## config.mk

```make
export PLATFORM = sky130hd
export DESIGN_NAME = axis_c2h_arbiter
export DESIGN_NICKNAME = d
export VERILOG_FILES = /design/src/rtl/axis_c2h_arbiter.sv
export SDC_FILE = /design/constraint.sdc
export NUM_CORES = 1
export LEC_CHECK = 0
export CORE_AREA = 10 10 294 296
export DETAILED_ROUTE_END_ITERATION = 16
export DIE_AREA = 0 0 304 306
export HOLD_SLACK_MARGIN = 0.05
export PLACE_DENSITY_LB_ADDON = 0.25
export SLEW_MARGIN = 5
export SYNTH_ARGS = -nofsm -noshare
export SYNTH_HDL_FRONTEND = slang
export SYNTH_SLANG_ARGS = --single-unit
```

## constraint.sdc

```tcl
create_clock -name axis_aclk -period 14.8 [get_ports axis_aclk]
set_clock_uncertainty 0.1 [all_clocks]
set_input_delay 3.7 -clock axis_aclk [delete_from_list [all_inputs] [get_ports axis_aclk]]
set_output_delay 3.7 -clock axis_aclk [all_outputs]
set_load 0.1 [all_outputs]
```

## src/rtl/axis_c2h_arbiter.sv

```systemverilog
// Packet-granular round-robin arbiter sharing one XDMA C2H AXI-Stream channel
// among N_REQ sources, with a registered 2-entry skid buffer on the output.
module axis_c2h_arbiter #(
   parameter int N_REQ        = 4,
   parameter int C_DATA_WIDTH = 128,
   localparam int GRANT_W     = (N_REQ > 1) ? $clog2(N_REQ) : 1
) (
   input  logic                            axis_aclk,
   input  logic                            axis_areset,
   input  logic                            arb_en,
   input  logic [N_REQ-1:0]                s_axis_tvalid,
   output logic [N_REQ-1:0]                s_axis_tready,
   input  logic [N_REQ*C_DATA_WIDTH-1:0]   s_axis_tdata,
   input  logic [N_REQ*C_DATA_WIDTH/8-1:0] s_axis_tkeep,
   input  logic [N_REQ-1:0]                s_axis_tlast,
   output logic                            m_axis_tvalid,
   input  logic                            m_axis_tready,
   output logic [C_DATA_WIDTH-1:0]         m_axis_tdata,
   output logic [C_DATA_WIDTH/8-1:0]       m_axis_tkeep,
   output logic                            m_axis_tlast,
   output logic                            grant_valid,
   output logic [GRANT_W-1:0]              grant_idx,
   output logic [31:0]                     pkt_cnt
);

   localparam int KEEP_W = C_DATA_WIDTH/8;

   typedef enum logic {IDLE, XFER} state_t;

   state_t               state, state_next;
   logic [GRANT_W-1:0]   last_grant, last_grant_next, grant_idx_next;
   logic [GRANT_W-1:0]   pick, cand;
   logic                 grant_valid_next, found;

   logic [C_DATA_WIDTH-1:0] in_data;
   logic [KEEP_W-1:0]       in_keep;
   logic                    in_last, in_valid;
   logic                    push, pop, room;

   logic [C_DATA_WIDTH-1:0] e1_data;
   logic [KEEP_W-1:0]       e1_keep;
   logic                    e1_last, e1_valid;

   always_comb begin
      in_data  = '0;
      in_keep  = '0;
      in_last  = 1'b0;
      in_valid = 1'b0;
      for (int unsigned i = 0; i < N_REQ; i++) begin
         if (grant_idx == GRANT_W'(i)) begin
            in_data  = s_axis_tdata[i*C_DATA_WIDTH +: C_DATA_WIDTH];
            in_keep  = s_axis_tkeep[i*KEEP_W +: KEEP_W];
            in_last  = s_axis_tlast[i];
            in_valid = s_axis_tvalid[i];
         end
      end
   end

   // Second skid entry is the only thing that can be full, so its flag is the registered not-full.
   assign room = ~e1_valid;
   assign push = (state == XFER) && in_valid && room;
   assign pop  = m_axis_tvalid && m_axis_tready;

   always_comb begin
      s_axis_tready = '0;
      if (state == XFER)
         s_axis_tready[grant_idx] = room;
   end

   always_comb begin
      found = 1'b0;
      pick  = last_grant;
      cand  = '0;
      for (int unsigned k = 1; k <= N_REQ; k++) begin
         cand = GRANT_W'((32'(last_grant) + k) % N_REQ);
         if (!found && s_axis_tvalid[cand]) begin
            found = 1'b1;
            pick  = cand;
         end
      end
   end

   always_comb begin
      state_next       = state;
      grant_idx_next   = grant_idx;
      grant_valid_next = grant_valid;
      last_grant_next  = last_grant;
      case (state)
         IDLE: begin
            if (arb_en && found) begin
               state_next       = XFER;
               grant_idx_next   = pick;
               grant_valid_next = 1'b1;
            end
         end
         XFER: begin
            if (push && in_last) begin
               state_next       = IDLE;
               grant_valid_next = 1'b0;
               last_grant_next  = grant_idx;
            end
         end
         default: state_next = IDLE;
      endcase
   end

   always_ff @(posedge axis_aclk or posedge axis_areset) begin
      if (axis_areset) begin
         state       <= IDLE;
         grant_idx   <= '0;
         grant_valid <= 1'b0;
         last_grant  <= GRANT_W'(N_REQ-1);
      end else begin
         state       <= state_next;
         grant_idx   <= grant_idx_next;
         grant_valid <= grant_valid_next;
         last_grant  <= last_grant_next;
      end
   end

   always_ff @(posedge axis_aclk or posedge axis_areset) begin
      if (axis_areset) begin
         m_axis_tvalid <= 1'b0;
         m_axis_tdata  <= '0;
         m_axis_tkeep  <= '0;
         m_axis_tlast  <= 1'b0;
         e1_valid      <= 1'b0;
         e1_data       <= '0;
         e1_keep       <= '0;
         e1_last       <= 1'b0;
         pkt_cnt       <= '0;
      end else begin
         if (pop && m_axis_tlast)
            pkt_cnt <= pkt_cnt + 32'd1;
         case ({push, pop})
            2'b10: begin
               if (!m_axis_tvalid) begin
                  m_axis_tvalid <= 1'b1;
                  m_axis_tdata  <= in_data;
                  m_axis_tkeep  <= in_keep;
                  m_axis_tlast  <= in_last;
               end else begin
                  e1_valid <= 1'b1;
                  e1_data  <= in_data;
                  e1_keep  <= in_keep;
                  e1_last  <= in_last;
               end
            end
            2'b01: begin
               if (e1_valid) begin
                  m_axis_tdata <= e1_data;
                  m_axis_tkeep <= e1_keep;
                  m_axis_tlast <= e1_last;
                  e1_valid     <= 1'b0;
               end else begin
                  m_axis_tvalid <= 1'b0;
               end
            end
            2'b11: begin
               if (e1_valid) begin
                  m_axis_tdata <= e1_data;
                  m_axis_tkeep <= e1_keep;
                  m_axis_tlast <= e1_last;
                  e1_data      <= in_data;
                  e1_keep      <= in_keep;
                  e1_last      <= in_last;
               end else begin
                  m_axis_tdata <= in_data;
                  m_axis_tkeep <= in_keep;
                  m_axis_tlast <= in_last;
               end
            end
            default: ;
         endcase
      end
   end

endmodule

```

==> out/results.tsv, run 1 <==
stage	metric	value	unit
worst_setup_path	critical path startpoint category	flop	
clock_tree	Reg clk slew, reported paths	0.06	ns
drt	Remaining DRCs	0	
clock_tree	CTS Hold Bufs	0	
floorplan	chip height	306	um
clock_tree	CTS H-tree lvls	2	
floorplan	# rows	104	
yosys	EDFF count, synth	0	
sta	period utilisation layout	0.4612	
worst_setup_path	slowest stage delay, CP	0.79	ns
clock_tree	root buf cell	clkbuf_16	
drt	Final ANT Viol Nets	0	
yosys	post-synthesis instance area	17850	sq um
placed_design	GPL Wtd Cong	0.8593	
worst_setup_path	FF-to-FF Start	grant_idx[0]$_DFFE_PP0P_	
drt	DRT Pass-1 Iters	4	
pwr	Peak VDD IR	0.2398	mV
sta	Final min period	6.826	ns
worst_setup_path	critical path startpoint	grant_idx[0]$_DFFE_PP0P_	
sta	Achievable Freq	146.5	MHz
worst_setup_path	R2R cell count	7	
clock_tree	TritonCTS buffer count	41	
yosys	Post-Synth XOR/XNOR Area	0.01521	
yosys	top-area cell type share of the netlist area	0.4599	
global_routing	vias in the first global route	15380	
drt	Post-Route WL	71190	um
sta	Worst slew margin	0.2426	
pwr	Pwr Density	252.8	nW/um^2
global_routing	GR Util All Layers	0.1469	
cells_and_area	layout cells sized above 1	0.2958	
drt	via/cell ratio	4.469	
pwr	total power	0.007071	W
clock_tree	Worst-Skew Late Latency	0.57	ns
clock_tree	buffer count from post-CTS setup fixing	0	
sta	Worst-Margin Slew	1.133	ns
clock_tree	CTS Buffer Depth	3	
yosys	Async SR Flop Fraction	1.000	
yosys	Syn Nets	1773	
drt	wire per inst	23.60	um
cells_and_area	area grow syn2layout	56.71	%
worst_setup_path	reg2reg end	m_axis_tkeep[0]$_DFFE_PP0P_	
min_path	Hold Path Class	flop to flop	
yosys	main combinational cell family by area after synthesis	multiplexers	
worst_setup_path	critical path buffer and inverter count	2	
clock_tree	Resized Gates After CTS	0	
yosys	top_reg_cell synth	dfrtp_1	
yosys	Synth area leaders	dfrtp_1, mux4_2, mux2_2	
global_routing	grt ovf	0	
outcome	status	finished clean	
sta	final-report setup violation count	0	
drt	Starting DRT DRC Count	564	
worst_setup_path	Worst path depth	3	
yosys	Post-Synth Adder-Cell Area	0.0007010	
worst_setup_path	CP max-delay cell	buf_4	
floorplan	core area	80290	sq um
clock_tree	CTS tree	built	
floorplan	I/O Pins	773	
placed_design	DP Area	26600	sq um
clock_tree	TritonCTS Sinks	330	
worst_setup_path	critical path type	flop to output pin	
min_path	Hold Crit Depth	1	
global_routing	first-pass GRT wire length	104300	um
sta	Setup TNS Final	0	ns
global_routing	largest net degree at the start of global routing	146	
global_routing	initial antenna violation count	8	
worst_setup_path	worst-path cell chain	buf_4, and4b_1, buf_4	
yosys	post-synthesis mux area share	0.4330	
worst_setup_path	crit path DAT	3.03	ns
yosys	Warnings, synthesis	0	
worst_setup_path	Worst EP required	11.00	ns
run	Max Cap Viol	0	
yosys	Distinct cells, synth	45	
floorplan	Die Width	304	um
worst_setup_path	crit-path most repeated cell	buf_4	
yosys	Seq/Total Area, Yosys	0.4628	
worst_setup_path	CP max FO	47	
worst_setup_path	Worst Setup End Kind	output pin	
cells_and_area	number of nets in the final layout	2515	
yosys	Syn Area/Cell	15.07	sq um
floorplan	die footprint	93020	sq um
placed_design	Port Buf Inserts	772	
yosys	post-synth top area cell	dfrtp_1	
cells_and_area	Final Cell Area	27970	sq um
yosys	most common cell in the netlist	dfrtp_1	
drt	vias	13480	
sta	Final Hold Viols	0	
yosys	Synth Register Bits	330	
yosys	Compound-Gate Fraction of Synth Area	0.02762	
sta	RSZ-0062 raised after global routing	no	
yosys	cells after synthesis	1184	
yosys	Synth top cells by count	dfrtp_1, mux2_2, mux4_2, inv_1	
cells_and_area	final core utilization	0.3484	
placed_design	hpwl dp	55670	um
worst_setup_path	R2R Setup Slk	10.15	ns
min_path	min-delay src	pkt_cnt[31]$_DFFE_PP0P_	
yosys	Synth Area in Simple Gates	0.02131	
worst_setup_path	Top delay family on crit path	buffers and inverters	
sta	max-slew violations	0	
min_path	Hold Path Sink	pkt_cnt[31]$_DFFE_PP0P_	
floorplan	Initial Util	0.2223	
pwr	Pleak	11.13	nW
==> layout make-up <==
class / count / area [sq um]
Clock inverter: 10 / 128.9
Timing Repair Buffer: 789 / 7855
Clock buffer: 61 / 1231
Antenna cell: 2 / 5.005
Sequential cell: 330 / 8268
Tap cell: 1060 / 1326
Multi-Input combinational cell: 705 / 8926
Fill cell: 7782 / 52320
Inverter: 59 / 229.0
==> layer usage <==
| metal | vias up | track usage | part of all wire |
|---|---|---|---|
| li1 | 5985 | - | - |
| met1 | 6937 | 0.1643 | 0.38 |
| met2 | 460 | 0.2702 | 0.53 |
| met3 | 90 | 0.03994 | 0.064 |
| met4 | 8 | 0.04011 | 0.023 |
| met5 | - | 0 | 0.00067 |
==> state kept, by name, summed over array words and instances, names as in the netlist <==
name and flops:
grant_valid 1, last_grant 2, m_axis_tlast 1, state 1, pkt_cnt 32, e1_valid 1
m_axis_tdata 128, e1_keep 16, e1_last 1, e1_data 128, grant_idx 2, m_axis_tkeep 16
m_axis_tvalid 1
==> how the worst max path moves through the flow <==
stage / slack (ns) / endpoint
3_5_place_dp: 7.44 / m_axis_tdata[115]$_DFFE_PP0P_
3_3_place_gp: 7.53 / m_axis_tdata[113]$_DFFE_PP0P_
4_1_cts: 7.83 / s_axis_tready[3]
2_1_floorplan: 1.86 / e1_data[0]$_DFFE_PP0P_
6_report: 7.97 / s_axis_tready[3]
5_1_grt: 7.66 / s_axis_tready[1]
==> cell families (layout without fill, tap and decap cells) <==
kind of cell,count (synthesis),in the layout
and+or+nand+nor,71,71
adders and majority gates,1,1
xor gates and xnor gates,31,31
other,0,2
buffers and inverters,149,919
AOI/OAI and AO/OA,72,72
muxes,530,530
DFF,330,330
==> placed cells by master (no fill, tap or decap), drive strengths merged, types with 20 or more instances in the layout <==
cell type / Yosys / routed
dfrtp: 328 / 328
clkdlybuf4s50: 0 / 767
mux4: 145 / 145
mux2i: 48 / 48
xnor2: 25 / 25
buf: 66 / 22
o22ai: 47 / 47
inv: 59 / 60
nand2: 20 / 20
clkbuf: 24 / 61
mux2: 337 / 337
==> through the flow <==
step	hold WS, ns	std cells	worst slack, ns
after floorplan	0.3767	1184	1.864
final	0.3876	3016	7.974
after CTS	0.3922	3014	7.833
after global placement	0.3672	2943	7.525
after detailed placement	0.3852	2943	7.438
after global routing	0.4135	3015	7.661
==> power by group <==
part	total, W	leakage [nW]	switching [W]	internal, W
sequential	0.00161	3.95	0.000262	0.00135
combinational	0.00445	6.52	0.00276	0.00169
clock	0.00102	0.669	0.000406	0.000609
==> worst register-to-register path: stages, from the launching register on <==
cell	delay (ns)
dfrtp_4	0.75
buf_4	0.82
and4b_1	0.49
a21oi_2	0.10
a21bo_4	0.73
buf_4	0.76
mux2_2	0.53
mux2_2	0.26
No activity file was read; power rests on OpenSTA's default activity.
==> run 2: changes to the inputs <==
- clock period: 14.8 -> 6.3 ns (I/O delays scaled with it)
==> out/results.tsv, run 2 (synthesis results as in run 1) <==
stage	metric	value	unit	change
drt	Final ANT Viol Nets	0		unchanged
worst_setup_path	Worst Setup End Kind	output pin		unchanged
placed_design	Placed Instances	2950		was 2943
cells_and_area	area grow syn2layout	57.23	%	was 56.71%
worst_setup_path	Worst path depth	3		unchanged
sta	period utilisation layout	0.7211		
worst_setup_path	worst-path cell chain	nand2b_1, nor3_1, clkdlybuf4s50_1		was buf_4, and4b_1, buf_4
worst_setup_path	CP endpoint	s_axis_tready[1]		was s_axis_tready[3]
floorplan	Die Width	304	um	unchanged
drt	Starting DRT DRC Count	536		was 564
placed_design	GPL Wtd Cong	0.8953		was 0.8593
placed_design	pre-CTS worst setup slack	1.742	ns	was 7.438 ns
floorplan	Initial Util	0.2223		unchanged
pwr	P_int	0.008557	W	was 0.003646 W
cells_and_area	final core utilization	0.3495		was 0.3484
worst_setup_path	slowest stage delay, CP	1.23	ns	was 0.79 ns
worst_setup_path	CP max FO	5		was 47
placed_design	Port Buf Inserts	772		unchanged
worst_setup_path	R2R Setup Slk	2.76	ns	was 10.15 ns
run	Max Cap Viol	0		unchanged
worst_setup_path	crit path DAT	2.87	ns	was 3.03 ns
clock_tree	CTS Buffer Depth	3		unchanged
sta	Final min period	4.543	ns	
worst_setup_path	critical path startpoint	e1_valid$_DFFE_PP0P_		was grant_idx[0]$_DFFE_PP0P_
sta	Final Hold Viols	0		unchanged
global_routing	vias in the first global route	15430		was 15380
worst_setup_path	Top delay family on crit path	buffers and inverters		unchanged
cells_and_area	layout cells sized above 1	0.2961		was 0.2958
sta	Achievable Freq	220.1	MHz	
cells_and_area	number of nets in the final layout	2521		was 2515
worst_setup_path	Worst EP required	4.62	ns	was 11.00 ns
pwr	Pwr Density	590.5	nW/um^2	was 252.8 nW/um^2
clock_tree	buffer count from post-CTS setup fixing	0		unchanged
clock_tree	TritonCTS buffer count	40		was 41
sta	Worst slew margin	0.2375		was 0.2426
drt	wire per inst	23.36	um	was 23.60 um
sta	max-slew violations	0		unchanged
pwr	Peak VDD IR	0.3340	mV	was 0.2398 mV
min_path	Hold Path Class	flop to flop		unchanged
cells_and_area	commonest non-fill, non-tap cell in the layout	clkdlybuf4s50_1		unchanged
drt	via/cell ratio	4.417		was 4.469
global_routing	largest net degree at the start of global routing	115		was 146
pwr	reported net switching power	0.008015	W	was 0.003424 W
clock_tree	CTS H-tree lvls	2		unchanged
global_routing	GR Util All Layers	0.1458		was 0.1469
cells_and_area	commonest non-fill, non-tap cells in the layout	clkdlybuf4s50_1, dfrtp_1, mux2_2		unchanged
pwr	Reg power frac	0.227		about the same
global_routing	initial antenna violation count	3		was 8
clock_tree	Worst-Skew Late Latency	0.55	ns	was 0.57 ns
clock_tree	root buf cell	clkbuf_16		unchanged
sta	Setup TNS Final	0	ns	unchanged
floorplan	# rows	104		unchanged
worst_setup_path	FF-to-FF Start	grant_idx[0]$_DFFE_PP0P_		unchanged
pwr	Comb pwr share	0.633		was 0.629
clock_tree	Resized Gates After CTS	0		unchanged
global_routing	grt ovf	0		unchanged
drt	Remaining DRCs	0		unchanged
clock_tree	CTS Hold Bufs	0		unchanged
floorplan	I/O Pins	773		unchanged
global_routing	first-pass GRT wire length	103900	um	was 104300 um
cells_and_area	Largest regs	e1_data: 128 flops, m_axis_tdata: 128 flops, pkt_cnt: 32 flops		unchanged
cells_and_area	final instance count without filler cells	3020		was 3016
clock_tree	TritonCTS Sinks	330		unchanged
worst_setup_path	R2R cell count	5		was 7
worst_setup_path	CP max-delay cell	clkdlybuf4s50_1		was buf_4
sta	final-report setup violation count	0		unchanged
worst_setup_path	critical path buffer and inverter count	1		was 2
floorplan	chip height	306	um	unchanged
sta	Worst Slack Setup Final	1.757	ns	was 7.974 ns
worst_setup_path	critical path startpoint category	flop		unchanged
floorplan	core area	80290	sq um	unchanged
clock_tree	CTS tree	built		unchanged
placed_design	hpwl dp	56150	um	was 55670 um
outcome	status	finished clean		unchanged
pwr	clock share of power	0.140		was 0.144
sta	RSZ-0062 raised after global routing	no		unchanged
worst_setup_path	reg2reg end	m_axis_tdata[29]$_DFFE_PP0P_		was m_axis_tkeep[0]$_DFFE_PP0P_
sta	Worst-Margin Slew	1.140	ns	was 1.133 ns
drt	Post-Route WL	70540	um	was 71190 um
floorplan	die footprint	93020	sq um	unchanged
worst_setup_path	critical path type	flop to output pin		unchanged
drt	vias	13340		was 13480
pwr	switch share	0.4837		was 0.4843
clock_tree	Reg clk slew, reported paths	0.07	ns	was 0.06 ns
drt	DRT Pass-1 Iters	4		unchanged
pwr	Pleak	11.17	nW	was 11.13 nW
run 2: per-stage QoR:
stage                     hold WS [ns]  area, sq um  power [W]
after floorplan                 0.3767        17850    0.01162
after global placement          0.3683        26750    0.01431
after detailed placement        0.3816        26750    0.01448
after CTS                       0.3938        28060    0.01689
after global routing            0.4094        28060    0.01748
final                           0.3919        28060    0.01657
run 2: final cells by class:
cell class | instances | area (sq um)
Antenna cell | 1 | 2.502
Clock buffer | 55 | 1147
Clock inverter | 14 | 162.7
Fill cell | 7729 | 52220
Inverter | 59 | 225.2
Multi-Input combinational cell | 705 | 8926
Sequential cell | 330 | 8268
Tap cell | 1060 | 1326
Timing Repair Buffer | 796 | 8005
run 2: power groups by stage:
stage,clock network (W),registers [W],logic [W]
finish,0.00231,0.00376,0.0105
global route,0.00250,0.00392,0.0111
CTS,0.00242,0.00379,0.0107
detailed placement,0,0.00381,0.0107
global placement,0,0.00377,0.0105
floorplan,0,0.00722,0.00440
run 2: layer usage:
layer / GRT usage / wire length [um]
met1: 0.1673 / 27870
met5: 0 / 14
met3: 0.03884 / 4208
met2: 0.2632 / 36580
met4: 0.04068 / 1869
run 2: how the worst min path moves through the flow:
stage / start / endpoint / slack (ns) / depth (start not counted)
floorplan: e1_data[101]$_DFFE_PP0P_ / e1_data[101]$_DFFE_PP0P_ / 0.38 / 1
global placement: pkt_cnt[31]$_DFFE_PP0P_ / pkt_cnt[31]$_DFFE_PP0P_ / 0.37 / 1
detailed placement: pkt_cnt[29]$_DFFE_PP0P_ / pkt_cnt[29]$_DFFE_PP0P_ / 0.38 / 1
CTS: pkt_cnt[29]$_DFFE_PP0P_ / pkt_cnt[29]$_DFFE_PP0P_ / 0.39 / 1
global route: pkt_cnt[29]$_DFFE_PP0P_ / pkt_cnt[29]$_DFFE_PP0P_ / 0.41 / 1
finish: pkt_cnt[27]$_DFFE_PP0P_ / pkt_cnt[27]$_DFFE_PP0P_ / 0.39 / 1
==> run 3: changes to the inputs <==
- clock period: 6.3 -> 4.25 ns (I/O delays scaled with it)
==> out/results.tsv, run 3 (synthesis results as in run 1) <==
stage	metric	value	unit	change
worst_setup_path	reg2reg end	m_axis_tdata[106]$_DFFE_PP0P_		was m_axis_tdata[29]$_DFFE_PP0P_
worst_setup_path	Worst EP required	3.09	ns	was 4.62 ns
global_routing	GR Util All Layers	0.1439		was 0.1458
sta	RSZ-0062 raised after global routing	no		unchanged
sta	Worst-Margin Slew	1.098	ns	was 1.140 ns
worst_setup_path	Top delay family on crit path	buffers and inverters		unchanged
worst_setup_path	worst-path cell chain	clkdlybuf4s50_1		was nand2b_1, nor3_1, clkdlybuf4s50_1
min_path	Hold Path Sink	pkt_cnt[31]$_DFFE_PP0P_		was pkt_cnt[27]$_DFFE_PP0P_
cells_and_area	Largest regs	e1_data: 128 flops, m_axis_tdata: 128 flops, pkt_cnt: 32 flops		unchanged
clock_tree	CTS tree	built		unchanged
sta	max-slew violations	0		unchanged
global_routing	first-pass GRT wire length	103100	um	was 103900 um
sta	period utilisation layout	0.7926		
drt	DRT Pass-1 Iters	4		unchanged
cells_and_area	area of the multi-input gates	8947	sq um	was 8926 sq um
placed_design	Placed Instances	2978		was 2950
min_path	Hold Crit Depth	1		unchanged
min_path	min-delay src	pkt_cnt[31]$_DFFE_PP0P_		was pkt_cnt[27]$_DFFE_PP0P_
worst_setup_path	critical path buffer and inverter count	1		unchanged
pwr	Pwr Density	872.6	nW/um^2	was 590.5 nW/um^2
global_routing	initial antenna violation count	3		unchanged
clock_tree	CTS H-tree lvls	2		unchanged
worst_setup_path	critical path type	flop to output pin		unchanged
worst_setup_path	CP max FO	5		unchanged
clock_tree	CTS Hold Bufs	0		unchanged
pwr	Pleak	11.36	nW	was 11.17 nW
cells_and_area	Filler cells	7740		was 7729
worst_setup_path	R2R Setup Slk	1.32	ns	was 2.76 ns
clock_tree	Worst-Skew Late Latency	0.54	ns	was 0.55 ns
worst_setup_path	critical path startpoint category	flop		unchanged
placed_design	DP Area	27080	sq um	was 26750 sq um
drt	via/cell ratio	4.402		was 4.417
floorplan	# rows	104		unchanged
worst_setup_path	FF-to-FF Start	grant_idx[1]$_DFFE_PP0P_		was grant_idx[0]$_DFFE_PP0P_
cells_and_area	layout cells sized above 1	0.3111		was 0.2961
cells_and_area	commonest non-fill, non-tap cells in the layout	clkdlybuf4s50_1, dfrtp_1, mux2_2		unchanged
min_path	Hold Path Class	flop to flop		unchanged
floorplan	chip height	306	um	unchanged
worst_setup_path	crit path DAT	2.21	ns	was 2.87 ns
global_routing	grt ovf	0		unchanged
sta	Setup TNS Final	0	ns	unchanged
floorplan	die footprint	93020	sq um	unchanged
drt	Remaining DRCs	0		unchanged
run	Max Cap Viol	0		unchanged
floorplan	I/O Pins	773		unchanged
floorplan	Initial Util	0.2223		unchanged
placed_design	hpwl dp	56690	um	was 56150 um
clock_tree	Reg clk slew, reported paths	0.06	ns	was 0.07 ns
cells_and_area	Reg area	8268	sq um	unchanged
global_routing	vias in the first global route	15560		was 15430
drt	Starting DRT DRC Count	557		was 536
sta	Worst slew margin	0.2658		was 0.2375
sta	Hold Slack	0.3753	ns	was 0.3919 ns
clock_tree	TritonCTS Sinks	330		unchanged
worst_setup_path	Worst Setup End Kind	output pin		unchanged
sta	Achievable Freq	296.9	MHz	
worst_setup_path	slowest stage delay, CP	1.23	ns	about the same
clock_tree	TritonCTS buffer count	40		unchanged
drt	wire per inst	22.82	um	was 23.36 um
drt	vias	13440		was 13340
worst_setup_path	CP max-delay cell	clkdlybuf4s50_1		unchanged
drt	Final ANT Viol Nets	0		unchanged
placed_design	GPL Wtd Cong	0.8737		was 0.8953
clock_tree	root buf cell	clkbuf_16		unchanged
outcome	status	finished clean		unchanged
placed_design	Port Buf Inserts	772		unchanged
floorplan	Die Width	304	um	unchanged
sta	Final min period	3.368	ns	
global_routing	largest net degree at the start of global routing	99		was 115
cells_and_area	Final Cell Area	28390	sq um	was 28060 sq um
pwr	Peak VDD IR	0.5531	mV	was 0.3340 mV
floorplan	core area	80290	sq um	unchanged
sta	Final Hold Viols	0		unchanged
cells_and_area	commonest non-fill, non-tap cell in the layout	clkdlybuf4s50_1		unchanged
clock_tree	CTS Buffer Depth	3		unchanged
cells_and_area	area grow syn2layout	59.08	%	was 57.23%
cells_and_area	number of nets in the final layout	2549		was 2521
clock_tree	buffer count from post-CTS setup fixing	0		unchanged
drt	Post-Route WL	69670	um	was 70540 um
worst_setup_path	R2R cell count	7		was 5
clock_tree	Resized Gates After CTS	0		unchanged
cells_and_area	final instance count without filler cells	3053		was 3020
sta	final-report setup violation count	0		unchanged
==> run 3: cell count changes in the layout (fill, tap and decap cells not counted), sizes merged <==
cell,previous run,this run
buf,25,62
clkdlybuf4s50,771,762
diode,1,3
inv,59,61
clkbuf,55,56
==> run 3: cell type report <==
type,count,share of cell area
clock inverters,16,0.005949
flip-flops and latches,330,0.2912
repair buffers,824,0.2930
diodes,3,0.0002644
clock buffers,56,0.03988
well taps,1060,0.04671
multi-input cells,705,0.3151
inverters,59,0.007932
==> run 3: worst max-delay path by stage <==
stage / start / endpoint / slack (ns) / cells past startpoint
3_5_place_dp: s_axis_tvalid[0] / e1_data[77]$_DFFE_PP0P_ / 0.34 / 8
3_3_place_gp: s_axis_tvalid[0] / e1_data[68]$_DFFE_PP0P_ / 0.38 / 8
6_report: pkt_cnt[7]$_DFFE_PP0P_ / pkt_cnt[7] / 0.88 / 1
2_1_floorplan: axis_areset / e1_data[0]$_DFFE_PP0P_ / -1.32 / 1
5_1_grt: s_axis_tvalid[0] / m_axis_tdata[106]$_DFFE_PP0P_ / 0.74 / 8
4_1_cts: pkt_cnt[28]$_DFFE_PP0P_ / pkt_cnt[28] / 0.82 / 1
==> run 3: metal layers <==
| metal | wire [um] | part of all wire | global-route usage | vias to the layer above |
|---|---|---|---|---|
| met5 | 13 | 0.00019 | 0 | - |
| met4 | 1608 | 0.023 | 0.04114 | 2 |
| met3 | 4189 | 0.060 | 0.03740 | 72 |
| met2 | 37290 | 0.54 | 0.2634 | 419 |
| met1 | 26570 | 0.38 | 0.1625 | 6877 |
| li1 | - | - | - | 6069 |
==> run 3: power by group <==
group | internal, W | switching [W] | leakage, nW
clock | 0.00205 | 0.00136 | 0.644
sequential | 0.00469 | 0.000895 | 3.95
combinational | 0.00612 | 0.00967 | 6.77
total | 0.0129 | 0.0119 | 11.4
==> run 3: through the flow <==
step	setup slack, ns	util	total power [W]
3_3_place_gp	0.3751	0.3373	0.02149
6_report	0.8816	0.3537	0.02478
3_5_place_dp	0.3366	0.3373	0.02167
4_1_cts	0.8201	0.3536	0.02521
2_1_floorplan	-1.318	-	0.01725
5_1_grt	0.7405	0.3536	0.02610
==> run 3: worst reg2reg max path: cells and delay by family (launching register included) <==
family / cells / cell delay, ns
AO/OA/AOI/OAI: 3 / 0.95
AND/OR/NAND/NOR: 1 / 0.19
multiplexers: 1 / 0.24
buffers and inverters: 2 / 0.77
flip-flops: 1 / 0.59
